--- src/rtl/qspi_xfer_if.sv ---
// Request, status and pad signals of the QSPI transfer engine.
// The master side is the bus adapter plus flash pads; the slave side is the engine.
interface qspi_xfer_if #(
  parameter int NUM_CS    = 2,
  parameter int MAX_BYTES = 4,
  parameter int DIV_W     = 4
);
  localparam int CS_W = (NUM_CS > 1) ? $clog2(NUM_CS) : 1;
  localparam int NB_W = $clog2(MAX_BYTES + 1);
  localparam int RD_W = 8 * MAX_BYTES;

  logic              start;
  logic              abort;
  logic [CS_W-1:0]   cs_sel;
  logic [DIV_W-1:0]  clk_div;
  logic              cmd_en;
  logic              cmd_quad;
  logic [7:0]        cmd;
  logic              addr_en;
  logic [23:0]       addr;
  logic              mode_en;
  logic [7:0]        mode_byte;
  logic [4:0]        dummy_cyc;
  logic              write;
  logic [NB_W-1:0]   nbytes;
  logic [RD_W-1:0]   wdata;
  logic [RD_W-1:0]   rdata;
  logic              busy;
  logic              done;
  logic              spi_clk;
  logic [NUM_CS-1:0] spi_cs_n;
  logic [3:0]        spi_io_in;
  logic [3:0]        spi_io_out;
  logic [3:0]        spi_io_oe;

  modport master (
    output start, abort, cs_sel, clk_div, cmd_en, cmd_quad, cmd, addr_en, addr,
           mode_en, mode_byte, dummy_cyc, write, nbytes, wdata, spi_io_in,
    input  rdata, busy, done, spi_clk, spi_cs_n, spi_io_out, spi_io_oe
  );

  modport slave (
    input  start, abort, cs_sel, clk_div, cmd_en, cmd_quad, cmd, addr_en, addr,
           mode_en, mode_byte, dummy_cyc, write, nbytes, wdata, spi_io_in,
    output rdata, busy, done, spi_clk, spi_cs_n, spi_io_out, spi_io_oe
  );
endinterface

--- src/rtl/qspi_xfer_engine.sv ---
// QSPI transfer engine: one programmable cmd/addr/mode/dummy/data transaction per start,
// SPI mode 0 with a programmable SCK divider, abort and a CS idle hold-off.
module qspi_xfer_engine #(
  parameter int NUM_CS    = 2,
  parameter int MAX_BYTES = 4,
  parameter int DIV_W     = 4,
  parameter int CS_IDLE   = 4
) (
  input  logic        clk,
  input  logic        rst_n,
  qspi_xfer_if.slave  bus
);
  localparam int NB_W   = $clog2(MAX_BYTES + 1);
  localparam int RD_W   = 8 * MAX_BYTES;
  localparam int SR_W   = (RD_W > 32) ? RD_W : 32;
  localparam int HOLD_W = (CS_IDLE > 1) ? $clog2(CS_IDLE) : 1;

  typedef enum logic [2:0] {IDLE, CMD, ADDR, MODE, DUMMY, DATA, CSHOLD} state_t;

  state_t            state, tgt;
  logic [DIV_W-1:0]  div_q, cnt;
  logic              sck, quiet, quad;
  logic [7:0]        left;
  logic [SR_W-1:0]   sr, sh_sr, ld_sr;
  logic [HOLD_W-1:0] hold;
  logic              cmd_en_q, addr_en_q, mode_en_q, cmd_quad_q, write_q;
  logic [7:0]        cmd_q, mode_q;
  logic [23:0]       addr_q;
  logic [4:0]        dummy_q;
  logic [NB_W-1:0]   nbytes_q;
  logic [RD_W-1:0]   wdata_q;

  // Phase parameters come straight from the request while idle, from the latched copy otherwise.
  logic              idle, s_cmd_en, s_addr_en, s_mode_en, s_cmd_quad, s_write;
  logic [7:0]        s_cmd, s_mode;
  logic [23:0]       s_addr;
  logic [4:0]        s_dummy;
  logic [NB_W-1:0]   s_nbytes;
  logic [RD_W-1:0]   s_wdata;
  logic [4:0]        en;
  logic [7:0]        ld_len;
  logic              ld_quad;
  logic [3:0]        ld_oe, ld_io, sh_io;

  assign idle       = (state == IDLE);
  assign s_cmd_en   = idle ? bus.cmd_en    : cmd_en_q;
  assign s_addr_en  = idle ? bus.addr_en   : addr_en_q;
  assign s_mode_en  = idle ? bus.mode_en   : mode_en_q;
  assign s_cmd_quad = idle ? bus.cmd_quad  : cmd_quad_q;
  assign s_write    = idle ? bus.write     : write_q;
  assign s_cmd      = idle ? bus.cmd       : cmd_q;
  assign s_mode     = idle ? bus.mode_byte : mode_q;
  assign s_addr     = idle ? bus.addr      : addr_q;
  assign s_dummy    = idle ? bus.dummy_cyc : dummy_q;
  assign s_nbytes   = idle ? bus.nbytes    : nbytes_q;
  assign s_wdata    = idle ? bus.wdata     : wdata_q;
  assign en         = {s_nbytes != '0, s_dummy != '0, s_mode_en, s_addr_en, s_cmd_en};

  function automatic state_t next_phase(input state_t cur, input logic [4:0] ena);
    next_phase = CSHOLD;
    for (int i = 5; i >= 1; i--)
      if (i > int'(cur) && ena[i-1]) next_phase = state_t'(3'(i));
  endfunction

  assign tgt = next_phase(state, en);

  always_comb begin
    ld_len  = 8'd1;
    ld_sr   = '0;
    ld_quad = 1'b1;
    ld_oe   = 4'b0000;
    case (tgt)
      CMD: begin
        ld_len  = s_cmd_quad ? 8'd2 : 8'd8;
        ld_sr   = SR_W'(s_cmd) << (SR_W - 8);
        ld_quad = s_cmd_quad;
        ld_oe   = s_cmd_quad ? 4'b1111 : 4'b0001;
      end
      ADDR: begin
        ld_len = 8'd6;
        ld_sr  = SR_W'(s_addr) << (SR_W - 24);
        ld_oe  = 4'b1111;
      end
      MODE: begin
        ld_len = 8'd2;
        ld_sr  = SR_W'(s_mode) << (SR_W - 8);
        ld_oe  = 4'b1111;
      end
      DUMMY: ld_len = 8'(s_dummy);
      DATA: begin
        ld_len = 8'(s_nbytes) << 1;
        if (s_write) begin
          ld_sr = SR_W'(s_wdata) << (SR_W - 8 * int'(s_nbytes));
          ld_oe = 4'b1111;
        end
      end
      default: ;
    endcase
  end

  assign ld_io = ld_quad ? ld_sr[SR_W-1 -: 4] : {3'b000, ld_sr[SR_W-1]};
  assign sh_sr = quad ? (sr << 4) : (sr << 1);
  assign sh_io = quad ? sh_sr[SR_W-1 -: 4] : {3'b000, sh_sr[SR_W-1]};

  always_ff @(posedge clk or negedge rst_n) begin
    if (!rst_n) begin
      state <= IDLE;  div_q <= '0;  cnt <= '0;  sck <= 1'b0;  quiet <= 1'b0;
      quad <= 1'b0;  left <= '0;  sr <= '0;  hold <= '0;
      cmd_en_q <= 1'b0;  addr_en_q <= 1'b0;  mode_en_q <= 1'b0;
      cmd_quad_q <= 1'b0;  write_q <= 1'b0;  cmd_q <= '0;  mode_q <= '0;
      addr_q <= '0;  dummy_q <= '0;  nbytes_q <= '0;  wdata_q <= '0;
      bus.rdata <= '0;  bus.busy <= 1'b0;  bus.done <= 1'b0;  bus.spi_clk <= 1'b0;
      bus.spi_cs_n <= '1;  bus.spi_io_out <= '0;  bus.spi_io_oe <= '0;
    end else begin
      bus.done <= 1'b0;
      case (state)
        IDLE: if (bus.start && !bus.abort) begin
          cmd_en_q <= bus.cmd_en;  addr_en_q <= bus.addr_en;  mode_en_q <= bus.mode_en;
          cmd_quad_q <= bus.cmd_quad;  write_q <= bus.write;  cmd_q <= bus.cmd;
          mode_q <= bus.mode_byte;  addr_q <= bus.addr;  dummy_q <= bus.dummy_cyc;
          nbytes_q <= bus.nbytes;  wdata_q <= bus.wdata;  div_q <= bus.clk_div;
          bus.rdata <= '0;
          bus.busy <= 1'b1;
          bus.spi_cs_n <= ~(NUM_CS'(1) << bus.cs_sel);
          cnt <= '0;  sck <= 1'b0;
          // An empty request still runs one SCK period with CS low, but keeps SCK quiet.
          state <= (tgt == CSHOLD) ? DUMMY : tgt;
          quiet <= (tgt == CSHOLD);
          left <= ld_len;  sr <= ld_sr;  quad <= ld_quad;
          bus.spi_io_oe <= ld_oe;  bus.spi_io_out <= ld_io;
        end
        CSHOLD: if (hold == '0) begin
          state <= IDLE;
          bus.busy <= 1'b0;
        end else begin
          hold <= hold - 1'b1;
        end
        default: if (bus.abort) begin
          state <= CSHOLD;  hold <= HOLD_W'(CS_IDLE - 1);
          sck <= 1'b0;  bus.spi_clk <= 1'b0;  bus.spi_cs_n <= '1;
          bus.spi_io_oe <= '0;  bus.spi_io_out <= '0;
        end else if (cnt != div_q) begin
          cnt <= cnt + 1'b1;
        end else if (!sck) begin
          cnt <= '0;  sck <= 1'b1;  bus.spi_clk <= ~quiet;
          if (state == DATA && !write_q)
            bus.rdata <= {bus.rdata[RD_W-5:0], bus.spi_io_in};
        end else begin
          cnt <= '0;  sck <= 1'b0;  bus.spi_clk <= 1'b0;
          if (left != 8'd1) begin
            left <= left - 1'b1;  sr <= sh_sr;  bus.spi_io_out <= sh_io;
          end else if (tgt == CSHOLD) begin
            state <= CSHOLD;  hold <= HOLD_W'(CS_IDLE - 1);  bus.done <= 1'b1;
            bus.spi_cs_n <= '1;  bus.spi_io_oe <= '0;  bus.spi_io_out <= '0;
          end else begin
            state <= tgt;  left <= ld_len;  sr <= ld_sr;  quad <= ld_quad;
            bus.spi_io_oe <= ld_oe;  bus.spi_io_out <= ld_io;
          end
        end
      endcase
    end
  end
endmodule
--- src/flat_wrapper.sv ---
// flat-port wrapper written by rule: the top's interface ports become plain ports
module qspi_xfer_engine_flat 
#(
  parameter int NUM_CS    = 2,
  parameter int MAX_BYTES = 4,
  parameter int DIV_W     = 4,
  parameter int CS_IDLE   = 4
)
  (clk, rst_n, bus_start, bus_abort, bus_cs_sel, bus_clk_div, bus_cmd_en, bus_cmd_quad, bus_cmd, bus_addr_en, bus_addr, bus_mode_en, bus_mode_byte, bus_dummy_cyc, bus_write, bus_nbytes, bus_wdata, bus_spi_io_in, bus_rdata, bus_busy, bus_done, bus_spi_clk, bus_spi_cs_n, bus_spi_io_out, bus_spi_io_oe);
  qspi_xfer_if #(.NUM_CS(NUM_CS), .MAX_BYTES(MAX_BYTES), .DIV_W(DIV_W)) bus_i ();
  input  logic clk;
  input  logic rst_n;
  input wire logic [$bits(bus_i.start)-1:0] bus_start;
  input wire logic [$bits(bus_i.abort)-1:0] bus_abort;
  input wire logic [$bits(bus_i.cs_sel)-1:0] bus_cs_sel;
  input wire logic [$bits(bus_i.clk_div)-1:0] bus_clk_div;
  input wire logic [$bits(bus_i.cmd_en)-1:0] bus_cmd_en;
  input wire logic [$bits(bus_i.cmd_quad)-1:0] bus_cmd_quad;
  input wire logic [$bits(bus_i.cmd)-1:0] bus_cmd;
  input wire logic [$bits(bus_i.addr_en)-1:0] bus_addr_en;
  input wire logic [$bits(bus_i.addr)-1:0] bus_addr;
  input wire logic [$bits(bus_i.mode_en)-1:0] bus_mode_en;
  input wire logic [$bits(bus_i.mode_byte)-1:0] bus_mode_byte;
  input wire logic [$bits(bus_i.dummy_cyc)-1:0] bus_dummy_cyc;
  input wire logic [$bits(bus_i.write)-1:0] bus_write;
  input wire logic [$bits(bus_i.nbytes)-1:0] bus_nbytes;
  input wire logic [$bits(bus_i.wdata)-1:0] bus_wdata;
  input wire logic [$bits(bus_i.spi_io_in)-1:0] bus_spi_io_in;
  output wire logic [$bits(bus_i.rdata)-1:0] bus_rdata;
  output wire logic [$bits(bus_i.busy)-1:0] bus_busy;
  output wire logic [$bits(bus_i.done)-1:0] bus_done;
  output wire logic [$bits(bus_i.spi_clk)-1:0] bus_spi_clk;
  output wire logic [$bits(bus_i.spi_cs_n)-1:0] bus_spi_cs_n;
  output wire logic [$bits(bus_i.spi_io_out)-1:0] bus_spi_io_out;
  output wire logic [$bits(bus_i.spi_io_oe)-1:0] bus_spi_io_oe;
  assign bus_i.start = bus_start;
  assign bus_i.abort = bus_abort;
  assign bus_i.cs_sel = bus_cs_sel;
  assign bus_i.clk_div = bus_clk_div;
  assign bus_i.cmd_en = bus_cmd_en;
  assign bus_i.cmd_quad = bus_cmd_quad;
  assign bus_i.cmd = bus_cmd;
  assign bus_i.addr_en = bus_addr_en;
  assign bus_i.addr = bus_addr;
  assign bus_i.mode_en = bus_mode_en;
  assign bus_i.mode_byte = bus_mode_byte;
  assign bus_i.dummy_cyc = bus_dummy_cyc;
  assign bus_i.write = bus_write;
  assign bus_i.nbytes = bus_nbytes;
  assign bus_i.wdata = bus_wdata;
  assign bus_i.spi_io_in = bus_spi_io_in;
  assign bus_rdata = bus_i.rdata;
  assign bus_busy = bus_i.busy;
  assign bus_done = bus_i.done;
  assign bus_spi_clk = bus_i.spi_clk;
  assign bus_spi_cs_n = bus_i.spi_cs_n;
  assign bus_spi_io_out = bus_i.spi_io_out;
  assign bus_spi_io_oe = bus_i.spi_io_oe;
  qspi_xfer_engine #(.NUM_CS(NUM_CS), .MAX_BYTES(MAX_BYTES), .DIV_W(DIV_W), .CS_IDLE(CS_IDLE)) u_core (.clk(clk), .rst_n(rst_n), .bus(bus_i));
endmodule
--- config.mk ---
export PLATFORM = sky130hd
export DESIGN_NAME = qspi_xfer_engine_flat
export DESIGN_NICKNAME = d
export VERILOG_FILES = /design/src/rtl/qspi_xfer_if.sv /design/src/rtl/qspi_xfer_engine.sv /design/src/flat_wrapper.sv
export SDC_FILE = /design/constraint.sdc
export NUM_CORES = 1
export LEC_CHECK = 0
export CAP_MARGIN = 30
export CELL_PAD_IN_SITES_DETAIL_PLACEMENT = 0
export CELL_PAD_IN_SITES_GLOBAL_PLACEMENT = 1
export CORE_MARGIN = 4
export CORE_UTILIZATION = 30
export DETAILED_ROUTE_END_ITERATION = 8
export DONT_BUFFER_PORTS = 1
export GPL_TIMING_DRIVEN = 0
export HOLD_SLACK_MARGIN = 0.12
export PLACE_DENSITY_LB_ADDON = 0.1
export SLEW_MARGIN = 15
export SYNTH_ARGS = -nofsm -noshare
export SYNTH_HDL_FRONTEND = slang
export SYNTH_SLANG_ARGS = --single-unit
--- constraint.sdc ---
create_clock -name clk -period 8.09 [get_ports clk]
set_input_delay 2.0225 -clock clk [delete_from_list [all_inputs] [get_ports clk]]
set_output_delay 2.0225 -clock clk [all_outputs]
set_load 0.02 [all_outputs]
==> flow_summary.yaml <==
logic_synthesis:
  synth_cells: 1186
  async_flop_share_pct: 100
  synthesis.nets: 1290
  synth_edf_count: 0
  syn_area_mm2: 0.0101
  syn_area_per_cell_um2: 8.52
  ys_types: 72
  ys.flop_type: "dfrtp_1"
  ys_seq_elements: 173
  seq_area_frac_synth_pct: 42.8
  yosys_warnings: 0
finish:
  n_fill_cell: 3623
  fin_area_mm2: 0.0113
  area_delta_synth_final_pct: 11.5
  n_antenna_cell: 0
  drive_gt1_share_pct: 6.48
  nets: 1310
  final_cells: 1661
critical_path:
  worstPathArrival_ps: 5800
  regToRegSetupSlack_ps: 3160
  worstSetupStartpointType: "primary input"
  rr_worst_depth: 14
  critPathBufInv: 5
  path_class: "primary input to flop"
  cp-end-kind: "flop"
  crit_path_max_incr_delay_ps: 670
  path_cells: "buf_1 -> inv_1 -> mux2i_2 -> inv_1 -> ha_1 -> ha_1 -> clkbuf_1 -> nand2b_1 -> a21oi_1 -> nand3_1 -> clkbuf_1 -> o22ai_1 -> a221o_1"
  crit_fanout: 10
  crit_slowest_cell: "mux2i_2"
  cp_top_family: "buffers and inverters"
  cp_data_required_time_ps: 8490
  path_depth: 13
global_routing:
  grt_pass1_wl_um: 59700
  grt_max_degree: 174
  gr-total-overflow: 0
  antenna_found_initial: 3
  grt_pass1_vias: 9055
  track_usage_pct: 21.5
pwr:
  ir_worst_vdd_mv: 0.174
  power.density_mw_per_mm2: 441
  power_leakage_uw: 0.00500
placed_design:
  place.gp.congestion: 0.882
  portBuffers: 0
  dpl_cell_area_mm2: 0.0107
  place_hpwl_um: 29400
  dp.cells: 1628
cts:
  holdBufCountCts: 0
  post-cts-setup-buffer-count: 0
  insertion_delay_ps: 450
  cts_made_buffers: 17
  cts.sink_count: 173
  clockRootBuffer: "clkbuf_16"
  clock_path_buffers: 2
  path_clk_slew_ps: 80
  post_cts_resized: 0
  htreeDepth: 4
  cts_tree: "yes"
sta:
  worst_pin_slew_ps: 927
  rsz0062_at_grt: "no"
  finalSetupViolations: 0
  fmax_ghz: 0.185
  slew_headroom_pct: 38.2
  fin_skew_ps: 11.3
  tns_ps: 0
  hold_viol: 0
  slew_viol_final: 0
  period_needed_ps: 5410
  post-route-period-util_pct: 66.8
hold_path:
  hold_class: "flop to flop"
  holdPathStages: 2
die:
  chipWidth_um: 192
  core_area_mm2: 0.0329
  die_h_um: 192
  die-area_mm2: 0.0367
  io_pins: 143
  initial_utilization_pct: 30.8
  rows: 66
detailed_routing:
  route.detailed.drc: 0
  drt_pass1_iterations: 5
  drt_iter0_drc: 688
  ant_nets: 0
  vias: 9017
  routed_via_density: 5.43
  drt_wl_total_um: 39100
  wl_per_cell_um: 23.6
job:
  maxCapViolations: 0
run_status:
  status: "finished clean"
## stage by stage
| stage | power (uW) | setup WS (ps) | hold slack, ps | util [%] |
|---|---|---|---|---|
| 3_3_place_gp | 4090 | 2170 | 454 | 32.4 |
| 6_report | 4970 | 2680 | 473 | 34.3 |
| 4_1_cts | 5000 | 2630 | 477 | 34.3 |
| 3_5_place_dp | 4110 | 2160 | 460 | 32.4 |
| 5_1_grt | 5340 | 2430 | 494 | 34.3 |
| 2_1_floorplan | 3270 | 3280 | 438 | - |
## cell type report
class	instances	area, um2	share of cell area [%]
Buffer	92	423	3.75
Clock buffer	17	425	3.77
Clock inverter	15	179	1.59
Inverter	15	56.3	0.499
Multi-Input combinational cell	906	5300	47.0
Sequential cell	173	4330	38.4
Tap cell	442	553	4.91
Timing Repair Buffer	1	5.00	0.0444
## cells in the final DEF, fill, tap and decap left out, drive strengths merged, types with 6 or more instances in the layout
master,instances
and2,6
mux2i,88
nor2,36
a221oi,6
ha,6
dfrtp,171
clkbuf,82
o2bb2ai,8
nand2,370
buf,28
xor2,6
nand2b,11
nor2b,22
nand3,7
a211oi,32
nor3,32
a21oi,51
a22o,7
a221o,26
o31ai,8
inv,22
nor4,10
o22ai,16
o21ai,69
## registers in the layout (all words and copies together), names as in the netlist, 3 cells and up
register	flops
u_core.addr_q	24
u_core.state	3
u_core.cnt	4
u_core.mode_q	8
u_core.nbytes_q	3
u_core.bus.rdata	32
u_core.bus.spi_io_out	4
u_core.dummy_q	5
u_core.div_q	4
u_core.sr	31
u_core.left	8
u_core.wdata_q	32
## kinds of logic (layout without fill, tap and decap cells)
kind of cell    count (synthesis)  count (layout)  synth area share (%)
xor+xnor                        6               6                 0.520
compound gates                280             280                  19.4
mux                            91              91                  9.31
simple gates                  523             523                  22.4
buf+inv                       107             140                  4.74
flops                         173             173                  42.8
fa+ha+maj                       6               6                 0.743
## synthesized netlist by cell type (15+ instances only)
library cell  number  area share, %
nor3_1            32            1.6
nand2_1          370             14
clkbuf_1          64            2.4
o22ai_1           16           0.99
a21oi_1           51            2.5
nor2_1            36            1.3
nor2b_1           22            1.4
a221o_1           26            2.6
a211oi_1          32            2.4
o21ai_0           68            3.4
mux2i_1           87            8.6
inv_1             15           0.56
dfrtp_1          171             42
## final timing paths
| kind | from | end |
|---|---|---|
| setup reg to reg | u_core.state[1]$_DFFE_PN0P_ | u_core.sr[26]$_DFFE_PN0P_ |
| setup / recovery | bus_nbytes[0] | u_core.sr[24]$_DFFE_PN0P_ |
| max in group asynchronous | rst_n | u_core.bus.spi_cs_n[1]$_DFFE_PN1P_ |
| min in group asynchronous | rst_n | u_core.bus.rdata[16]$_DFFE_PN0P_ |
| hold / removal | u_core.wdata_q[30]$_DFFE_PN0P_ | u_core.wdata_q[30]$_DFFE_PN0P_ |
| hold reg to reg | u_core.wdata_q[30]$_DFFE_PN0P_ | u_core.wdata_q[30]$_DFFE_PN0P_ |
## worst reg2reg max path, cell delays in order (launching register included)
cell,delay [ps]
dfrtp_1,410
buf_2,200
nor3_1,710
buf_2,460
buf_2,380
mux2i_1,320
ha_1,200
ha_1,140
clkbuf_1,310
nand2b_1,230
a21oi_1,110
nand3_1,150
clkbuf_1,530
o22ai_1,300
a221o_1,370
## per-layer routing
layer,global-route usage [%],wire (um),part of all wire [%]
met3,5.36,2610,6.7
met1,30.3,18200,46
met2,32.6,17300,44
met4,6.80,1040,2.7
met5,0,26,0.066
## report_power, final
part | internal, uW | total, uW | leakage (uW) | switching [uW]
clock network | 467 | 874 | 0.000291 | 407
logic | 828 | 2390 | 0.00252 | 1560
registers | 1250 | 1710 | 0.00219 | 457
total | 2550 | 4970 | 0.00500 | 2420
(Power assumes the default switching activity.)
